## src/rtl/peach_pkg.sv

```systemverilog
// Shared Peach core definitions: funct3 codes, opcodes and LSU state encoding.
// Imported by the LSU, its alignment helper and the decoder.
package peach_pkg;

  localparam logic [2:0] F3_B  = 3'b000;
  localparam logic [2:0] F3_H  = 3'b001;
  localparam logic [2:0] F3_W  = 3'b010;
  localparam logic [2:0] F3_BU = 3'b100;
  localparam logic [2:0] F3_HU = 3'b101;

  localparam logic [6:0] OP_LOAD   = 7'b0000011;
  localparam logic [6:0] OP_STORE  = 7'b0100011;
  localparam logic [6:0] OP_IMM    = 7'b0010011;
  localparam logic [6:0] OP_REG    = 7'b0110011;
  localparam logic [6:0] OP_BRANCH = 7'b1100011;
  localparam logic [6:0] OP_JAL    = 7'b1101111;
  localparam logic [6:0] OP_JALR   = 7'b1100111;
  localparam logic [6:0] OP_LUI    = 7'b0110111;
  localparam logic [6:0] OP_AUIPC  = 7'b0010111;
  localparam logic [6:0] OP_SYSTEM = 7'b1110011;

  typedef enum logic [1:0] {
    LSU_IDLE,
    LSU_ACCESS,
    LSU_WAIT,
    LSU_RESP
  } lsu_state_e;

endpackage

```

## src/rtl/peach_lsu_align.sv

```systemverilog
// Combinational size/alignment logic: fault check, byte enables,
// lane-replicated store data and sign/zero-extended load extraction.
module peach_lsu_align
  import peach_pkg::*;
(
  input  logic        i_we,
  input  logic [2:0]  i_funct3,
  input  logic [1:0]  i_addr,
  input  logic [31:0] i_wdata,
  input  logic [31:0] i_rdata,
  output logic        o_fault,
  output logic [3:0]  o_be,
  output logic [31:0] o_wdata,
  output logic [31:0] o_rdata
);

  logic [7:0]  w_byte;
  logic [15:0] w_half;
  logic [3:0]  w_be_b;
  logic [3:0]  w_be_h;

  always_comb begin
    w_byte = i_rdata[7:0];
    unique case (i_addr)
      2'd0: w_byte = i_rdata[7:0];
      2'd1: w_byte = i_rdata[15:8];
      2'd2: w_byte = i_rdata[23:16];
      2'd3: w_byte = i_rdata[31:24];
    endcase
  end

  assign w_half = i_addr[1] ? i_rdata[31:16] : i_rdata[15:0];
  assign w_be_b = 4'b0001 << i_addr;
  assign w_be_h = i_addr[1] ? 4'b1100 : 4'b0011;

  // Unsigned codes are load-only, so a store with them faults.
  always_comb begin
    o_fault = 1'b0;
    o_be    = 4'b0000;
    o_wdata = i_wdata;
    o_rdata = i_rdata;
    unique case (i_funct3)
      F3_B: begin
        o_be    = w_be_b;
        o_wdata = {4{i_wdata[7:0]}};
        o_rdata = {{24{w_byte[7]}}, w_byte};
      end
      F3_H: begin
        o_fault = i_addr[0];
        o_be    = w_be_h;
        o_wdata = {2{i_wdata[15:0]}};
        o_rdata = {{16{w_half[15]}}, w_half};
      end
      F3_W: begin
        o_fault = |i_addr;
        o_be    = 4'b1111;
      end
      F3_BU: begin
        o_fault = i_we;
        o_be    = w_be_b;
        o_rdata = {24'h0, w_byte};
      end
      F3_HU: begin
        o_fault = i_we | i_addr[0];
        o_be    = w_be_h;
        o_rdata = {16'h0, w_half};
      end
      default: o_fault = 1'b1;
    endcase
  end

endmodule

```

## src/rtl/peach_lsu.sv

```systemverilog
// Peach RV32I load/store unit: request FSM, memory strobes, response regs.
// Optional output port register enabled by `define PEACH_LSU_MMIO_EN.
module peach_lsu
  import peach_pkg::*;
#(
  parameter logic [31:0] MMIO_ADDR = 32'hFFFF_FF00
) (
  input  logic        clk,
  input  logic        reset,
  input  logic        req_valid,
  output logic        req_ready,
  input  logic        req_we,
  input  logic [2:0]  req_funct3,
  input  logic [31:0] req_addr,
  input  logic [31:0] req_wdata,
  output logic        resp_valid,
  output logic [31:0] resp_rdata,
  output logic        resp_fault,
  output logic        mem_en,
  output logic        mem_we,
  output logic [3:0]  mem_be,
  output logic [29:0] mem_addr,
  output logic [31:0] mem_wdata,
  input  logic [31:0] mem_rdata,
  output logic [7:0]  out
);

`ifdef PEACH_LSU_MMIO_EN
  localparam logic MMIO_EN = 1'b1;
`else
  localparam logic MMIO_EN = 1'b0;
`endif

  lsu_state_e  r_state;
  logic        r_we;
  logic [2:0]  r_f3;
  logic [31:0] r_addr;
  logic [31:0] r_wdata;
  logic        r_resp_fault;
  logic [31:0] r_rdata;
  logic [7:0]  r_out;

  logic        w_idle;
  logic        w_acc;
  logic        w_mmio;
  logic        w_we;
  logic [2:0]  w_f3;
  logic [31:0] w_addr;
  logic [31:0] w_wd;
  logic [31:0] w_src;
  logic        w_fault;
  logic [3:0]  w_be;
  logic [31:0] w_mwdata;
  logic [31:0] w_ext;

  assign w_idle = (r_state == LSU_IDLE);
  assign w_acc  = (r_state == LSU_ACCESS);
  assign w_mmio = MMIO_EN && (r_addr[31:2] == MMIO_ADDR[31:2]);

  // Fault is judged on the live request in IDLE, on the latched one after.
  assign w_we   = w_idle ? req_we     : r_we;
  assign w_f3   = w_idle ? req_funct3 : r_f3;
  assign w_addr = w_idle ? req_addr   : r_addr;
  assign w_wd   = w_idle ? req_wdata  : r_wdata;
  assign w_src  = w_mmio ? {24'h0, r_out} : mem_rdata;

  peach_lsu_align u_align (
    .i_we     (w_we),
    .i_funct3 (w_f3),
    .i_addr   (w_addr[1:0]),
    .i_wdata  (w_wd),
    .i_rdata  (w_src),
    .o_fault  (w_fault),
    .o_be     (w_be),
    .o_wdata  (w_mwdata),
    .o_rdata  (w_ext)
  );

  always_ff @(posedge clk) begin
    if (reset) begin
      r_state      <= LSU_IDLE;
      r_we         <= 1'b0;
      r_f3         <= 3'b000;
      r_addr       <= 32'h0;
      r_wdata      <= 32'h0;
      r_resp_fault <= 1'b0;
      r_rdata      <= 32'h0;
      r_out        <= 8'h00;
    end else begin
      unique case (r_state)
        LSU_IDLE: begin
          if (req_valid) begin
            r_we    <= req_we;
            r_f3    <= req_funct3;
            r_addr  <= req_addr;
            r_wdata <= req_wdata;
            if (w_fault) begin
              r_resp_fault <= 1'b1;
              r_rdata      <= 32'h0;
              r_state      <= LSU_RESP;
            end else begin
              r_state <= LSU_ACCESS;
            end
          end
        end
        LSU_ACCESS: begin
          if (r_we) begin
            if (w_mmio && w_be[0]) r_out <= w_mwdata[7:0];
            r_resp_fault <= 1'b0;
            r_rdata      <= 32'h0;
            r_state      <= LSU_RESP;
          end else begin
            r_state <= LSU_WAIT;
          end
        end
        LSU_WAIT: begin
          r_resp_fault <= 1'b0;
          r_rdata      <= w_ext;
          r_state      <= LSU_RESP;
        end
        LSU_RESP: r_state <= LSU_IDLE;
      endcase
    end
  end

  assign req_ready  = w_idle;
  assign resp_valid = (r_state == LSU_RESP);
  assign resp_fault = r_resp_fault;
  assign resp_rdata = r_rdata;

  assign mem_en    = w_acc & ~reset & ~w_mmio;
  assign mem_we    = mem_en & r_we;
  assign mem_be    = w_acc ? w_be : 4'b0000;
  assign mem_addr  = r_addr[31:2];
  assign mem_wdata = w_mwdata;

`ifdef PEACH_LSU_MMIO_EN
  assign out = r_out;
`else
  assign out = 8'h00;
`endif

endmodule

```

## config.mk

```make
export PLATFORM = sky130hd
export DESIGN_NAME = peach_lsu
export DESIGN_NICKNAME = d
export VERILOG_FILES = /design/src/rtl/peach_pkg.sv /design/src/rtl/peach_lsu_align.sv /design/src/rtl/peach_lsu.sv
export SDC_FILE = /design/constraint.sdc
export NUM_CORES = 1
export LEC_CHECK = 0
export CAP_MARGIN = 20
export CORE_MARGIN = 2
export CORE_UTILIZATION = 48
export CTS_BUF_LIST = sky130_fd_sc_hd__clkbuf_2 sky130_fd_sc_hd__clkbuf_4 sky130_fd_sc_hd__clkbuf_8
export DETAILED_ROUTE_END_ITERATION = 7
export MAX_ROUTING_LAYER = met4
export PLACE_DENSITY_LB_ADDON = 0.3
export SLEW_MARGIN = 20
export SYNTH_ARGS = -nofsm -noshare
export SYNTH_HDL_FRONTEND = slang
export SYNTH_SLANG_ARGS = --single-unit
```

## constraint.sdc

```tcl
create_clock -name clk -period 5.7 [get_ports clk]
set_clock_uncertainty 0.15 [all_clocks]
set_input_delay 0.57 -clock clk [delete_from_list [all_inputs] [get_ports clk]]
set_output_delay 0.57 -clock clk [all_outputs]
set_load 0.02 [all_outputs]
```

==> results.json, run 1 <==
{
  "grt_max_degree": 69,
  "power_w": 0.00393,
  "status": "finished clean",
  "routed_wl_um": 14500,
  "post_cts_buffers": 0,
  "clkPwrFrac": 0.113,
  "rows": 38,
  "setup_viol": 0,
  "highest_layer": "met4",
  "grt_pass1_wl_um": 22500,
  "antenna_cells": 0,
  "crit_fanout": 42,
  "rr_worst_depth": 7,
  "cts_resized": 0,
  "dieArea_um2": 11700,
  "whs_ns": 0.306,
  "viasPerCell": 5.44,
  "hpwlAfterDp_um": 10400,
  "cts.path.max_buffers": 2,
  "irDropWorstVdd_mv": 0.298,
  "num-fill-cells": 892,
  "r2r-start": "r_state[0]",
  "ys_ff_latch": 103,
  "yosysWarnings": 0,
  "syn_area_per_cell_um2": 8.19,
  "min_path_type": "flip-flop to flip-flop",
  "routabilityCongestion": 0.859,
  "max_freq_ghz": 0.251,
  "synthFlopType": "dfxtp_1",
  "p_leak_nw": 2.72,
  "io_buffers": 205,
  "sw_frac_of_total": 0.452,
  "htree_levels": 3,
  "num_vias": 5052,
  "cp-end-kind": "output port",
  "syn_area_um2": 5200,
  "ant_nets": 0,
  "instances_no_fill": 929,
  "period_share": 0.700,
  "pwr-share-comb": 0.646,
  "first_pass_iters": 5,
  "dp.cells": 913,
  "drc": 0,
  "clock_latency_ns": 0.36,
  "drive_gt1_frac": 0.0811,
  "switchingPower_w": 0.00178,
  "power_frac_seq": 0.241,
  "wl_met3_um": 1160,
  "antenna_found_initial": 0,
  "worstPathCellList": "inv_1 > ha_2 > buf_4 > mux2_2 > nor2_1 > a21oi_1 > nor2_1 > a21oi_1 > clkdlybuf4s50_1",
  "worst_slew_pin_slew_ns": 0.930,
  "grtUsageTotal": 0.249,
  "min_path_cells": 2,
  "cap_violations": 0,
  "die_w_um": 108,
  "synth_edf_count": 0,
  "drt-initial-drc-count": 344,
  "cts_hold_buffers": 0,
  "worstSetupPathType": "flip-flop to output port",
  "critPathLaunch": "r_state[0]",
  "slew_headroom": 0.380,
  "synth_cell_types": 43,
  "async_reset_ff_frac": 0,
  "cts_buffers": 9,
  "yosysSeqAreaShare": 0.396,
  "coreArea_um2": 10700,
  "pin_count": 214,
  "slowest_stage": "buf_4",
  "area_growth_pct": 39.2,
  "tns_ns": 0,
  "min_period_ns": 3.99,
  "p_per_area_nw_per_um2": 543,
  "max_stage_delay_ns": 0.60,
  "netlist_instances": 635,
  "die_h_um": 108,
  "worstPathArrival_ns": 3.27,
  "cp-start-kind": "flip-flop",
  "cts_sinks": 103,
  "hold_viol": 0,
  "start_util": 0.486,
  "final_cell_mix": "clkdlybuf4s50_1, nand2_1, a21oi_1",
  "fin_nets": 891,
  "cts-root-buf": "clkbuf_8",
  "p_int_w": 0.00216,
  "grt_pass1_vias": 4578,
  "m1WireLength_um": 6260,
  "grt_remaining_overflow": 0,
  "wire_per_inst_um": 15.6,
  "dr_wl_met2_um": 6810,
  "path_clk_slew_ns": 0.09,
  "cp.required_ns": 4.98,
  "worstHoldStart": "r_addr[23]",
  "rsz0062_at_grt": "no",
  "cts_tree": "built",
  "final_common_cell": "clkdlybuf4s50_1",
  "maxSlewViolCount": 0
}
==> state kept, by name, indices dropped and copies added (netlist names) <==
register    count
r_addr         32
r_f3            3
r_state         2
r_wdata        32
r_we            1
resp_fault      1
resp_rdata     32
==> layout make-up <==
type,instances,area [um^2],area share
Sequential cell,103,2060,0.285
Clock inverter,2,15.0,0.00207
Timing Repair Buffer,212,2100,0.290
Multi-Input combinational cell,454,2700,0.373
Inverter,4,15.0,0.00207
Clock buffer,14,174,0.0240
Tap cell,140,175,0.0242
==> power by group through the flow <==
stage                     combinational [W]  sequential (W)  clock (W)
final                               0.00254        0.000949   0.000443
after global routing                0.00273        0.000965   0.000486
after CTS                           0.00254        0.000949   0.000449
after detailed placement            0.00253        0.000963          0
after global placement              0.00250        0.000957          0
after floorplan                     0.00160         0.00100          0
==> cell families after synthesis <==
family	Yosys count	share of synthesized area
DFF	103	0.396
muxes	47	0.0972
and+or+nand+nor	213	0.163
other	1	0.000721
buffers and inverters	85	0.0929
AOI/OAI and AO/OA	182	0.240
adders and majority gates	4	0.00962
==> per-stage QoR <==
stage | util | worst slack [ns] | instance area [um^2]
2_1_floorplan | - | 2.62 | 5230
3_3_place_gp | 0.659 | 2.17 | 7050
3_5_place_dp | 0.659 | 2.12 | 7050
4_1_cts | 0.677 | 1.72 | 7240
5_1_grt | 0.677 | 1.49 | 7240
6_report | 0.677 | 1.71 | 7240
==> critical path: cells and delay by family, from the launching register on <==
kind            cells  cell delay, ns
compound gates      2            0.12
flops               1            0.35
buf+inv             3            1.28
simple gates        2            0.25
fa+ha+maj           1            0.42
mux                 1            0.45
==> per-layer routing <==
layer,up-vias,track usage
met5,-,-
met4,0,0.0788
met3,30,0.0669
met2,202,0.400
met1,2364,0.307
li1,2456,-
==> synth_stat cells (all sizes together), types with 4 or more instances <==
cell | instances | share of area
a2bb2oi | 7 | 0.012
o2bb2ai | 24 | 0.052
nor2 | 52 | 0.038
dfxtp | 103 | 0.40
ha | 4 | 0.0096
o22ai | 8 | 0.0096
a221oi | 7 | 0.012
a21oi | 106 | 0.10
a22o | 7 | 0.012
inv | 4 | 0.0029
o21ai | 7 | 0.0075
clkbuf | 36 | 0.026
buf | 45 | 0.064
mux2i | 29 | 0.058
nand2 | 142 | 0.10
and2 | 4 | 0.0048
mux2 | 18 | 0.039
==> final timing paths <==
check | slack [ns] | to
worst max register to register | 2.28 | resp_rdata[17]
worst max-delay path | 1.71 | mem_wdata[27]
worst min-delay path | 0.31 | r_addr[23]
worst min register to register | 0.31 | r_addr[23]
No activity file was read; power rests on OpenSTA's default activity.
==> inputs of run 2 (changes only) <==
Settings changed: CORE_UTILIZATION 48 to 45.
Clock period 5.7 ns to 4.1 ns, I/O delays scaled along.
==> run 2 against run 1 <==
Net effect: routed wire length rose by 5.2%; final area up 0.81%; setup slack got worse by 1.5 ns; via count is 0.12% higher; count of clock-buffer cells in the layout is 4 lower; first-iteration DRC count increased by 14%; final cell count grew 0.86%; register-to-register slack got worse by 1.6 ns; sequential power rose by 39%; total power increased by 42%; critical endpoint unchanged.
==> results.json, run 2 (synthesis gave the netlist of run 1 again) <==
{
  "status": "finished clean",
  "worstPathCellList": "inv_1 > ha_2 > buf_4 > mux2_2 > nor2_1 > a21oi_1 > nor2_1 > a21oi_1 > clkdlybuf4s50_1",
  "coreArea_um2": 11400,
  "htree_levels": 3,
  "start_util": 0.457,
  "final_cell_mix": "clkdlybuf4s50_1, nand2_1, a21oi_1",
  "min_path_type": "primary input to flip-flop",
  "rr_worst_depth": 8,
  "cts_hold_buffers": 0,
  "slowest_stage": "buf_4",
  "grt_pass1_wl_um": 24500,
  "slew_headroom": 0.361,
  "irDropWorstVdd_mv": 0.464,
  "place_area_um2": 7080,
  "cap_violations": 0,
  "cts_tree": "built",
  "hold_viol": 0,
  "setup_viol": 0,
  "viasPerCell": 5.40,
  "ant_nets": 0,
  "rsz0062_at_grt": "no",
  "fin_nets": 895,
  "cts-root-buf": "clkbuf_8",
  "p_per_area_nw_per_um2": 765,
  "pin_count": 214,
  "hpwlAfterDp_um": 11100,
  "die_h_um": 112,
  "max_freq_ghz": 0.259,
  "crit_fanout": 38,
  "num_vias": 5058,
  "cp-end-kind": "output port",
  "area_growth_pct": 40.3,
  "grt_max_degree": 59,
  "instances_no_fill": 937,
  "cts_buffers": 9,
  "dp.cells": 920,
  "cp.required_ns": 3.54,
  "routabilityCongestion": 0.916,
  "drc": 0,
  "post_cts_buffers": 0,
  "final_common_cell": "clkdlybuf4s50_1",
  "min_period_ns": 3.85,
  "min_path_cells": 2,
  "cts_sinks": 103,
  "cp-start-kind": "flip-flop",
  "max_stage_delay_ns": 0.59,
  "dieArea_um2": 12400,
  "die_w_um": 112,
  "grtUsageTotal": 0.246,
  "io_buffers": 205,
  "cts_resized": 0,
  "rows": 39,
  "cts.path.max_buffers": 2,
  "stdcell_area_um2": 7300,
  "tns_ns": 0,
  "path_clk_slew_ns": 0.10,
  "period_share": 0.940,
  "worstSetupPathType": "flip-flop to output port",
  "drive_gt1_frac": 0.0858,
  "grt_remaining_overflow": 0,
  "grt_pass1_vias": 4950,
  "worstPathArrival_ns": 3.29,
  "maxSlewViolCount": 0,
  "clock_latency_ns": 0.36,
  "drt-initial-drc-count": 392,
  "first_pass_iters": 5,
  "worst_slew_pin_slew_ns": 0.958,
  "num-fill-cells": 992,
  "routed_wl_um": 15300,
  "p_leak_nw": 2.75,
  "antenna_found_initial": 1,
  "wire_per_inst_um": 16.3
}
[run 2: changes by cell type in the layout (fill, tap and decap cells not counted)]
cell	change
inv_8	+1
clkinvlp_4	-1
inv_6	+1
and2_4	-1
bufinv_16	+1
clkinv_4	+2
clkbuf_4	-3
and2_2	+1
clkbuf_8	-1
buf_4	+4
diode_2	+1
[run 2: where the power goes]
group	leakage [nW]	internal, W	total (W)	switching (W)
clock network	0.105	0.000308	0.000679	0.000371
logic	1.80	0.00154	0.00358	0.00204
registers	0.841	0.00120	0.00132	0.000120
[run 2: layout make-up]
type                            instances  area, um^2  share of cell area
Antenna cell                            1        2.50            0.000343
Tap cell                              143         179              0.0245
Sequential cell                       103        2060               0.282
Inverter                                4        15.0             0.00206
Timing Repair Buffer                  216        2130               0.292
Multi-Input combinational cell        454        2700               0.370
Clock inverter                          6        75.1              0.0103
Clock buffer                           10         138              0.0189
[run 2: worst paths after layout]
kind | endpoint | start | slack [ns]
setup / recovery | mem_wdata[27] | r_state[0] | 0.25
hold / removal | r_addr[18] | reset | 0.30
setup reg to reg | resp_rdata[16] | r_state[0] | 0.67
hold reg to reg | r_wdata[23] | r_wdata[23] | 0.31
[run 2: through the flow]
step,total power (W),hold WS [ns],utilization,setup slack (ns)
global route,0.00591,0.301,0.642,0.0453
finish,0.00558,0.304,0.642,0.246
CTS,0.00560,0.292,0.642,0.258
global placement,0.00485,0.291,0.623,0.774
detailed placement,0.00491,0.296,0.623,0.662
floorplan,0.00363,0.284,-,1.18
[run 2: worst max-delay path: cells and delay by family, from the launching register on]
kind                       cells  cell delay (ns)
buffers and inverters          3             1.27
adders and majority gates      1             0.50
muxes                          1             0.44
DFF                            1             0.36
and+or+nand+nor                2             0.24
AOI/OAI and AO/OA              2             0.10
[run 2: routing by layer]
layer	global-route usage	wire length, um	vias to the layer above
met1	0.327	6830	2358
met2	0.381	7070	201
li1	-	-	2472
met5	-	0	-
met4	0.0807	338	0
met3	0.0468	1040	27
==> inputs of run 3 (changes only) <==
Settings changed: GPL_ROUTABILITY_DRIVEN from default to 0.
==> results of run 3 <==
No change in the layout: final DEF, timing and power equal those of run 2.
